==> src/rtl/uart_rx.sv <==
// uart_rx: 8N1 UART receiver, oversampled by s_tick, mid-bit sampling with start-bit glitch rejection
module uart_rx #(
  parameter int OVERSAMPLE = 16
) (
  input  logic       clk,
  input  logic       rst,
  input  logic       s_tick,
  input  logic       rx,
  output logic [7:0] dout,
  output logic       rx_done,
  output logic       frame_err
);
  localparam int SW = $clog2(OVERSAMPLE);
  localparam logic [SW-1:0] HALF = SW'(OVERSAMPLE / 2 - 1);
  localparam logic [SW-1:0] LAST = SW'(OVERSAMPLE - 1);
  typedef enum logic [1:0] {IDLE, START, DATA, STOP} state_t;
  state_t        state;
  logic [SW-1:0] s;
  logic [2:0]    n;
  logic [7:0]    b;
  logic          rx_m, rx_s;
  always_ff @(posedge clk or posedge rst) begin
    if (rst) begin
      rx_m      <= 1'b1;
      rx_s      <= 1'b1;
      state     <= IDLE;
      s         <= '0;
      n         <= '0;
      b         <= '0;
      dout      <= '0;
      rx_done   <= 1'b0;
      frame_err <= 1'b0;
    end else begin
      rx_m    <= rx;
      rx_s    <= rx_m;
      rx_done <= 1'b0;
      case (state)
        IDLE: if (!rx_s) begin
          state <= START;
          s     <= '0;
        end
        START: if (s_tick) begin
          if (s == HALF) begin
            // a start bit that is high again at mid-bit was only a glitch
            state <= rx_s ? IDLE : DATA;
            s     <= '0;
            n     <= '0;
          end else s <= s + 1'b1;
        end
        DATA: if (s_tick) begin
          if (s == LAST) begin
            s <= '0;
            b <= {rx_s, b[7:1]};
            if (n == 3'd7) state <= STOP;
            else n <= n + 1'b1;
          end else s <= s + 1'b1;
        end
        STOP: if (s_tick) begin
          if (s == LAST) begin
            s         <= '0;
            dout      <= b;
            frame_err <= ~rx_s;
            rx_done   <= 1'b1;
            state     <= IDLE;
          end else s <= s + 1'b1;
        end
      endcase
    end
  end
endmodule

==> config.mk <==
export PLATFORM = sky130hd
export DESIGN_NAME = uart_rx
export DESIGN_NICKNAME = d
export VERILOG_FILES = /design/src/rtl/uart_rx.sv
export SDC_FILE = /design/constraint.sdc
export NUM_CORES = 1
export LEC_CHECK = 0
export ABC_CLOCK_PERIOD_IN_PS = 2400
export BUFFER_PORTS_ARGS = -buffer_cell sky130_fd_sc_hd__buf_2
export CAP_MARGIN = 30
export CORE_UTILIZATION = 57
export DETAILED_ROUTE_END_ITERATION = 6
export GPL_TIMING_DRIVEN = 0
export HOLD_SLACK_MARGIN = 0.03
export PLACE_DENSITY = 0.77
export SETUP_SLACK_MARGIN = 0.1
export SKIP_CTS_REPAIR_TIMING = 1
export SLEW_MARGIN = 20
export SYNTH_ARGS = -nofsm -noshare
export SYNTH_HDL_FRONTEND = slang
export SYNTH_SLANG_ARGS = --single-unit
==> constraint.sdc <==
create_clock -name clk -period 2.4 [get_ports clk]
set_clock_uncertainty 0.1 [all_clocks]
set_input_delay 0 -clock clk [delete_from_list [all_inputs] [get_ports clk]]
set_output_delay 0 -clock clk [all_outputs]
set_load 0.05 [all_outputs]
==> summary.md, run 1 <==
| Metric | Value |
|---|---|
| Starting Density | `61.5%` |
| Finished Core Util | `around 72%` |
| Placed cells | `140` |
| Final period util | `approximately three quarters` |
| Post-synthesis net count | `roughly 110` |
| Layout Nets | `129` |
| Max Root-Sink Buffers | `2` |
| Post-synthesis area per instance | `14.0 sq um` |
| CTS tree | `yes` |
| Row cnt | `17` |
| RSZ-0062 raised after global routing | `false` |
| CP Class | `reg2reg` |
| Status | `complete, no violations` |
| Total track usage | `roughly 21%` |
| Worst path max stage delay | `400 ps` |
| Mapped Cells | `slightly below 100` |
| Largest family of logic cells by synthesized area | `multiplexers` |
| Pleak | `0.840 nW` |
| GPL Wtd Cong | `0.705` |
| Largest net degree at the start of global routing | `17` |
| Max Cap Violations | `0` |
| Die H | `51.3 um` |
| Mux cell area share after synthesis | `19.9%` |
| Worst vdd ir | `~890 uV` |
| Fmax | `552 MHz` |
| Seq pwr share | `roughly 44%` |
| Buf+Inv Stages, Crit Path | `1` |
| Drc violations | `0` |
| Initial antenna violation count | `0` |
| FFs w/ async S/R, synth | `100%` |
| TritonRoute pass-1 iters | `4` |
| Netlist cell types | `40` |
| CP max FO | `8` |
| IO Count | `14` |
| CP Launch Type | `flip-flop` |
| Seq cells post-synth | `29` |
| Cell Pwr Density | `842 nW/um^2` |
| Final setup fails | `0` |
| Number of port buffers | `12` |
| Worst skew pair latency | `320 ps` |
| Switching Power | `415 uW` |
| CP max-delay cell | `dfrtp_1` |
| Worst slack, placed | `roughly 610 ps` |
| Max-slew violations | `0` |
| Synth Area in Compound Gates | `between 7 and 8%` |
| Hold/Removal Path Class | `in2async` |
| Area grow syn2layout | `17.1%` |
| Share of the synthesized area in the top cell type | `48.7%` |
| Setup crit end kind | `flip-flop` |
| Fill cells | `179` |
| DR iter-0 viols | `10` |
| Number of hold violations in the final report | `0` |
| Clock-pin slew on the worst setup and hold paths | `around 100 ps` |
| Reg2Reg Setup Slack | `590 ps` |
| Register area share after synthesis | `between 50% and 60%` |
| Worst r2r src | `s[0]` |
| Vias | `around 840` |
| Sw frac | `30.4%` |
| Yosys synthesis warning count | `0` |
| Post-route minimum period | `roughly 1800 ps` |
| Vias in the first global route | `865` |
| Die Wd | `approximately 50 um` |
| Simple-gate share of the synthesized area | `11.7%` |
| Final worst slack | `about 590 ps` |
| Final HPWL DP | `1.54 mm` |
| Core Area | `2250 sq um` |
| Top post-synthesis cells by area | `dfrtp_1 49%, mux2_2 9.7%, mux2_4 8.7%` |
| Grt total ovfl | `0` |
| Post-synth EDFFs | `0` |
| Worst relative slew slack | `59.5%` |
| Mapped Area | `roughly 1400 sq um` |
| Yosys top cell by area | `dfrtp_1` |
| Reg2Reg Capture Point | `b[7]` |
| Comb power frac | `25.7%` |
| CTS Sinks | `29` |
| Reg2reg path depth | `5` |
| Num CTS Buffers | `5` |
| Setup TNS | `0 ps` |
| Final wirelength | `2.18 mm` |
| Arr. time, crit path | `1910 ps` |
| Post-DR wirelength/cell | `14.5 um` |
| Fraction of layout cells with a size suffix above 1 | `46.3%` |
| XOR/XNOR Fraction of Synth Area | `between 1 and 1.5%` |
| Diode count | `0` |
| Prevailing post-synth register cell | `dfrtp_1` |
| ANT nets after route | `0` |
| First-pass GRT wire length | `3.83 mm` |
| Fin cells | `151` |
| Clk network pwr share | `slightly above 30%` |
| Root buf cell | `clkbuf_4` |
| Die ar. | `2630 sq um` |
| Internal power | `around 950 uW` |
| Worst Max-Slew Pin Slew | `roughly 610 ps` |
| Adder-cell share of the synthesized area | `between 2 and 3%` |
| Critical-path cell list | `ha_1, and3_4, and4_4, buf_12, mux2_4` |
| Critical Path RT | `~2500 ps` |
| Via-to-Cell Ratio | `5.54` |
| Crit path max-delay family | `simple AND/OR/NAND/NOR gates` |
| H-Tree Depth | `2` |
-- cell type report --
| class | instances | area [sq um] | area share (%) |
|---|---|---|---|
| Buffer | 5 | 48.8 | 3.00 |
| Clock buffer | 7 | 55.1 | 3.39 |
| Clock inverter | 1 | 30.0 | 1.85 |
| Inverter | 4 | 15.0 | 0.924 |
| Multi-Input combinational cell | 61 | 594 | 36.6 |
| Sequential cell | 29 | 728 | 44.8 |
| Tap cell | 28 | 35.0 | 2.16 |
| Timing Repair Buffer | 16 | 118 | 7.24 |
-- how the worst max path moves through the flow --
| stage | start | endpoint | slack, ps | cells after the start |
|---|---|---|---|---|
| 3_3_place_gp | n[0] | n[2] | 630 | 5 |
| 5_1_grt | n[0] | n[1] | 510 | 5 |
| 2_1_floorplan | s[1] | b[0] | 730 | 5 |
| 3_5_place_dp | n[0] | n[1] | 610 | 5 |
| 4_1_cts | s[0] | b[7] | 590 | 5 |
| 6_report | s[0] | b[7] | 590 | 5 |
-- Yosys cell counts, drive strengths merged (2+ instances only) --
| cell | instances |
|---|---|
| dfrtp | 27 |
| inv | 4 |
| and4 | 2 |
| a21oi | 4 |
| mux2 | 20 |
| mux2i | 2 |
| and3 | 4 |
| nand2 | 3 |
| buf | 5 |
| nand3b | 2 |
| ha | 3 |
| dfstp | 2 |
-- metrics by stage --
step                hold WS, ps  instance area (sq um)  power [mW]
floorplan                 -95.5                   1390       0.879
global placement           6.79                   1480       0.935
detailed placement        -1.32                   1510       0.961
CTS                        -363                   1590        1.38
global route                211                   1620        1.45
finish                      183                   1620        1.37
-- power by group through the flow --
stage	logic (mW)	clock network (mW)	registers (mW)
2_1_floorplan	0.264	0	0.615
3_3_place_gp	0.329	0	0.606
3_5_place_dp	0.350	0	0.611
4_1_cts	0.352	0.422	0.601
5_1_grt	0.396	0.439	0.612
6_report	0.352	0.413	0.602
-- kinds of logic after synthesis --
logic type / Yosys count
flip-flops: 29
multiplexers: 22
AND/OR/NAND/NOR: 21
AO/OA/AOI/OAI: 13
buffers and inverters: 9
adder cells (fa/ha/maj): 3
XOR/XNOR: 2
-- registers in the layout, summed over array words and instances, names as in the netlist, named ones only --
register	cells
b	8
dout	8
s	4
n	3
frame_err	1
rx_done	1
rx_m	1
rx_s	1
state	1
-- layout by cell type, fill, tap and decap left out, drive strengths merged, types with 2 or more instances in the layout --
| cell | netlist | layout |
|---|---|---|
| and3 | 4 | 4 |
| dfrtp | 27 | 27 |
| and4 | 2 | 2 |
| buf | 5 | 18 |
| mux2 | 20 | 20 |
| a21oi | 4 | 4 |
| nand3b | 2 | 2 |
| dlygate4sd3 | 0 | 3 |
| dfstp | 2 | 2 |
| mux2i | 2 | 2 |
| inv | 4 | 4 |
| nand2 | 3 | 3 |
| clkbuf | 0 | 7 |
| ha | 3 | 3 |
-- metal layers --
layer	GRT usage, %	vias up	share of wire [%]
li1	-	409	-
met1	25.0	407	48
met2	31.8	14	47
met3	6.55	7	2.9
met4	12.6	0	2.2
met5	0	-	0
-- worst min-delay path, delay by kind of cell --
family	cells	cell delay (ps)
buffers and inverters	3	1090
No activity file was read; power rests on OpenSTA's default activity.
==> inputs of run 2 (changes only) <==
- ABC_AREA: unset -> 1
- ABC_CLOCK_PERIOD_IN_PS: 2400 -> 1900
- CORE_UTILIZATION: 57 -> 56
- PLACE_DENSITY: 0.77 -> 0.76
- clock period: 2.4 -> 1.9 ns (I/O delays scaled with it)
==> summary.md, run 2 <==
| Metric | Value |
|---|---|
| Mapped Cells | `142` |
| Root buf cell | `clkbuf_4` |
| Final worst slack | `211 ps` |
| Worst relative slew slack | `between 70 and 80%` |
| Post-route minimum period | `1690 ps` |
| Fraction of layout cells with a size suffix above 1 | `a little under a third` |
| Final setup fails | `0` |
| Core Area | `2230 sq um` |
| TritonRoute pass-1 iters | `4` |
| CP max FO | `10` |
| Met3 usage | `7.44%` |
| Final HPWL DP | `1.78 mm` |
| Hold/Removal Path Class | `in2async` |
| Cell Pwr Density | `970 nW/um^2` |
| Die Wd | `50.9 um` |
| Diode count | `0` |
| FFs w/ async S/R, synth | `100%` |
| Row cnt | `17` |
| DR iter-0 viols | `20` |
| Seq pwr share | `around half` |
| CTS Sinks | `29` |
| First-pass GRT wire length | `4.30 mm` |
| Share of the synthesized area in the top cell type | `just over 50%` |
| Adder-cell share of the synthesized area | `under 10%` |
| ANT nets after route | `0` |
| Area grow syn2layout | `15.5%` |
| Comb power frac | `a little over a quarter` |
| Reg2reg path depth | `7` |
| Post-synthesis net count | `149` |
| Arr. time, crit path | `1810 ps` |
| XOR/XNOR Fraction of Synth Area | `0.654%` |
| Yosys top cell by area | `dfrtp_1` |
| Post-DR wirelength/cell | `12.8 um` |
| Post-synthesis area per instance | `around 9.4 sq um` |
| CP Launch Type | `flip-flop` |
| Sw frac | `36.9%` |
| Seq cells post-synth | `29` |
| Num CTS Buffers | `5` |
| Largest family of logic cells by synthesized area | `simple AND/OR/NAND/NOR gates` |
| Starting Density | `59.9%` |
| Max Cap Violations | `0` |
| Prevailing post-synth register cell | `dfrtp_1` |
| Global Route met1 Usage | `29.1%` |
| Mux cell area share after synthesis | `0.748%` |
| Max Root-Sink Buffers | `2` |
| Worst Max-Slew Pin Slew | `approximately 400 ps` |
| Total track usage | `23.4%` |
| Final period util | `88.9%` |
| Grt total ovfl | `0` |
| Simple-gate share of the synthesized area | `a little over a fifth` |
| Critical Path RT | `a little over 2000 ps` |
| CTS tree | `yes` |
| Register area share after synthesis | `54.4%` |
| Vias in the first global route | `slightly below 1,000` |
| Worst slack, placed | `176 ps` |
| CP Class | `reg2reg` |
| Die H | `50.9 um` |
| Largest regs | `b (8), dout (8), s (4)` |
| Number of hold violations in the final report | `0` |
| Via-to-Cell Ratio | `between 5 and 6` |
| Pleak | `0.799 nW` |
| Worst vdd ir | `between 500 and 600 uV` |
| Worst skew pair latency | `320 ps` |
| Synth Area in Compound Gates | `between 10 and 15%` |
| Max-slew violations | `0` |
| Fmax | `between 500 and 600 MHz` |
| Setup TNS | `0 ps` |
| Internal power | `approximately 950 uW` |
| GPL Wtd Cong | `0.911` |
| Largest net degree at the start of global routing | `21` |
| Netlist cell types | `23` |
| Final wirelength | `2.50 mm` |
| Yosys synthesis warning count | `0` |
| IO Count | `14` |
| Gr busiest metal | `met2` |
| Initial antenna violation count | `0` |
| Fill cells | `169` |
| Commonest cells after routing, fill and taps aside | `44 x nand2_1, 27 x dfrtp_1, 16 x inv_1` |
| Drc violations | `0` |
| H-Tree Depth | `2` |
| Commonest non-fill, non-tap cell in the layout | `nand2_1` |
| Mapped Area | `1340 sq um` |
| Switching Power | `553 uW` |
| Die ar. | `2590 sq um` |
| Clk network pwr share | `24.0%` |
| Vias | `~990` |
| Setup crit end kind | `flip-flop` |
| Top post-synthesis cells by area | `dfrtp_1 50%, nand2_1 12%, o21ai_2 9.8%` |
| Layout Nets | `between 150 and 200` |
| Post-synth EDFFs | `0` |
| Most frequent cell after synthesis | `nand2_1` |
| Met2 usage | `37.8%` |
| Status | `complete, no violations` |
| Number of port buffers | `13` |
| Clock-pin slew on the worst setup and hold paths | `around 100 ps` |
| Most instantiated cells after synthesis | `44 x nand2_1, 27 x dfrtp_1, 16 x inv_1` |
| RSZ-0062 raised after global routing | `false` |
==> run 2: layout make-up <==
class / count / area [sq um] / share of cell area (%)
Clock buffer: 5 / 37.5 / 2.43
Tap cell: 28 / 35.0 / 2.27
Timing Repair Buffer: 17 / 110 / 7.12
Sequential cell: 29 / 728 / 47.1
Multi-Input combinational cell: 92 / 524 / 33.9
Clock inverter: 3 / 17.5 / 1.13
Inverter: 19 / 71.3 / 4.61
Buffer: 2 / 22.5 / 1.46
==> run 2: path summary, 6_finish.rpt <==
path | start | slack [ps] | to
worst max-delay path | s[0] | 210 | b[6]
worst min-delay path | rst | 120 | dout[3]
worst max register to register | s[0] | 210 | b[6]
worst min register to register | rx_m | 260 | rx_s
max in group asynchronous | rst | 1040 | rx_m
min in group clk | rx | 220 | rx_m
==> run 2: worst max-delay path: stages, from the launching register on <==
cell     delay [ps]
dfrtp_1         410
ha_1            240
nand2_1         100
nor2_2          200
nand3_2         200
buf_6           210
nand2_1          70
o21ai_2          50
==> run 2: layer usage <==
metal | vias up | part of all wire [%]
li1 | 497 | -
met1 | 459 | 44
met2 | 23 | 51
met3 | 6 | 3.2
met4 | 0 | 1.8
met5 | - | 0
==> run 2: through the flow <==
| step | power (mW) | utilization [%] | hold slack [ps] | std cells | instance area (sq um) |
|---|---|---|---|---|---|
| after CTS | 1.49 | 67.6 | -459 | 192 | 1510 |
| after global placement | 1.12 | 64.4 | 6.33 | 183 | 1440 |
| final | 1.50 | 69.2 | 120 | 195 | 1550 |
| after floorplan | 1.05 | - | -95.5 | 142 | 1340 |
| after global routing | 1.61 | 69.2 | 146 | 195 | 1550 |
| after detailed placement | 1.14 | 65.1 | -101 | 184 | 1450 |
==> run 2: logic make-up after synthesis <==
logic type,after synthesis
and+or+nand+nor,66
DFF,29
AOI/OAI and AO/OA,21
buffers and inverters,21
adders and majority gates,3
xor gates and xnor gates,1
muxes,1
==> run 2: power groups by stage <==
stage | clock [mW] | combinational, mW | sequential, mW
floorplan | 0 | 0.312 | 0.741
global placement | 0 | 0.364 | 0.751
detailed placement | 0 | 0.378 | 0.757
CTS | 0.368 | 0.382 | 0.744
global route | 0.391 | 0.462 | 0.757
finish | 0.360 | 0.395 | 0.745
==> inputs of run 3 (changes only) <==
- ABC_AREA: 1 -> unset
- CORE_UTILIZATION: 56 -> 57
- GPL_TIMING_DRIVEN: 0 -> 1
- PLACE_DENSITY: 0.76 -> 0.77
==> summary.md, run 3 (same netlist as run 1, synthesis figures left out) <==
| Metric | Value |
|---|---|
| Starting Density | `61.5%` |
| Vias in the first global route | `844` |
| Final setup fails | `0` |
| Arr. time, crit path | `1840 ps` |
| Post-route minimum period | `around 1700 ps` |
| Initial antenna violation count | `0` |
| CP max FO | `3` |
| Die Wd | `51.3 um` |
| TritonRoute pass-1 iters | `4` |
| Layout Nets | `128` |
| Drc violations | `0` |
| Setup TNS | `0 ps` |
| Vias | `between 800 and 900` |
| Critical Path RT | `between 2000 and 2500 ps` |
| Largest net degree at the start of global routing | `30` |
| Final wirelength | `2.38 mm` |
| Final worst slack | `165 ps` |
| Worst vdd ir | `834 uV` |
| CTS tree | `yes` |
| Post-DR wirelength/cell | `15.9 um` |
| Worst Max-Slew Pin Slew | `369 ps` |
| IO Count | `14` |
| Grt total ovfl | `0` |
| Setup crit end kind | `flip-flop` |
| Max Root-Sink Buffers | `2` |
| H-Tree Depth | `2` |
| Worst slack, placed | `125 ps` |
| Cell Pwr Density | `1080 nW/um^2` |
| Via-to-Cell Ratio | `5.83` |
| Die H | `slightly above 50 um` |
| Fin Hold WS | `200 ps` |
| Commonest non-fill, non-tap cell in the layout | `dfrtp_1` |
| Reg2Reg Capture Point | `n[1]` |
| Reg2reg path depth | `5` |
| Total track usage | `21.8%` |
| Reg2Reg Setup Slack | `~170 ps` |
| DR iter-0 viols | `4` |
| CP Launch Type | `flip-flop` |
| Commonest cells after routing, fill and taps aside | `27 x dfrtp_1, 13 x buf_2, 10 x mux2_4, 10 x mux2_2, 5 x clkbuf_4` |
| Largest regs | `b (8), dout (8), s (4)` |
| Num CTS Buffers | `5` |
| Worst r2r src | `n[0]` |
| Number of hold violations in the final report | `0` |
| ANT nets after route | `0` |
| Fmax | `576 MHz` |
| Final HPWL DP | `~1.6 mm` |
| GPL Wtd Cong | `0.754` |
| Fraction of layout cells with a size suffix above 1 | `48.4%` |
| Max-slew violations | `0` |
| Worst relative slew slack | `75.2%` |
| Area grow syn2layout | `16.7%` |
| Clock-pin slew on the worst setup and hold paths | `100 ps` |
| Row cnt | `17` |
| Multi-input logic area | `roughly 630 sq um` |
| Hold/Removal Path Class | `in2async` |
| FF/Latch Area | `728 sq um` |
| RSZ-0062 raised after global routing | `true` |
| Final period util | `91.3%` |
| Fill cells | `174` |
| Status | `complete, no violations` |
| CP Class | `reg2reg` |
| First-pass GRT wire length | `about 4.1 mm` |
| Number of port buffers | `13` |
| Diode count | `0` |
| Root buf cell | `clkbuf_4` |
| Pleak | `0.826 nW` |
| CTS Sinks | `29` |
| Worst skew pair latency | `320 ps` |
| Max Cap Violations | `0` |
| Die ar. | `~2600 sq um` |
| Core Area | `2250 sq um` |
## run 3: cell types whose count changed in the layout (fill, tap and decap cells not counted), sizes merged, moves of 2 or more
cell | before | now
nand3 | 10 | 1
and3 | 0 | 4
o21ai | 16 | 0
nor2 | 9 | 1
and4 | 0 | 2
inv | 19 | 4
clkinv | 2 | 0
mux2 | 0 | 20
nand2 | 45 | 3
clkbuf | 5 | 7
## run 3: critical path, stage by stage, from the launching register on
cell and delay [ps]:
dfrtp_1 380, ha_2 200, ha_4 130, and4bb_2 240
a22oi_2 260, mux2_4 330
## run 3: layout make-up
cell class,count,share of cell area (%)
clock inverters,1,1.86
repair buffers,20,7.73
flip-flops and latches,29,45.0
multi-input cells,61,38.9
inverters,4,0.928
clock buffers,7,3.40
well taps,28,2.17
## run 3: metrics by stage
stage	instances	total power, mW	cell area (sq um)	util [%]
5_1_grt	150	1.85	1620	71.8
4_1_cts	146	1.73	1550	68.5
3_3_place_gp	138	1.18	1460	64.8
6_report	150	1.74	1620	71.8
2_1_floorplan	99	1.11	1390	-
3_5_place_dp	138	1.20	1460	64.8
## run 3: worst max path at each step
| stage | cells past startpoint | startpoint | end | slack [ps] |
|---|---|---|---|---|
| after floorplan | 5 | s[1] | b[0] | 230 |
| after global placement | 4 | s[1] | b[6] | 140 |
| after detailed placement | 5 | n[0] | n[1] | 120 |
| after CTS | 5 | n[0] | n[2] | 100 |
| final | 5 | n[0] | n[1] | 170 |
| after global routing | 5 | n[0] | n[2] | 90 |
## run 3: metal layers
metal / part of all wire (%) / global-route usage, %
met2: 48 / 32.9
met5: 0 / 0
met1: 46 / 28.5
met4: 1.9 / 8.11
met3: 3.6 / 8.04
## run 3: power breakdown
part	leakage [nW]	internal [mW]	switching, mW
combinational	0.395	0.207	0.202
clock	0.0455	0.314	0.205
sequential	0.385	0.689	0.125
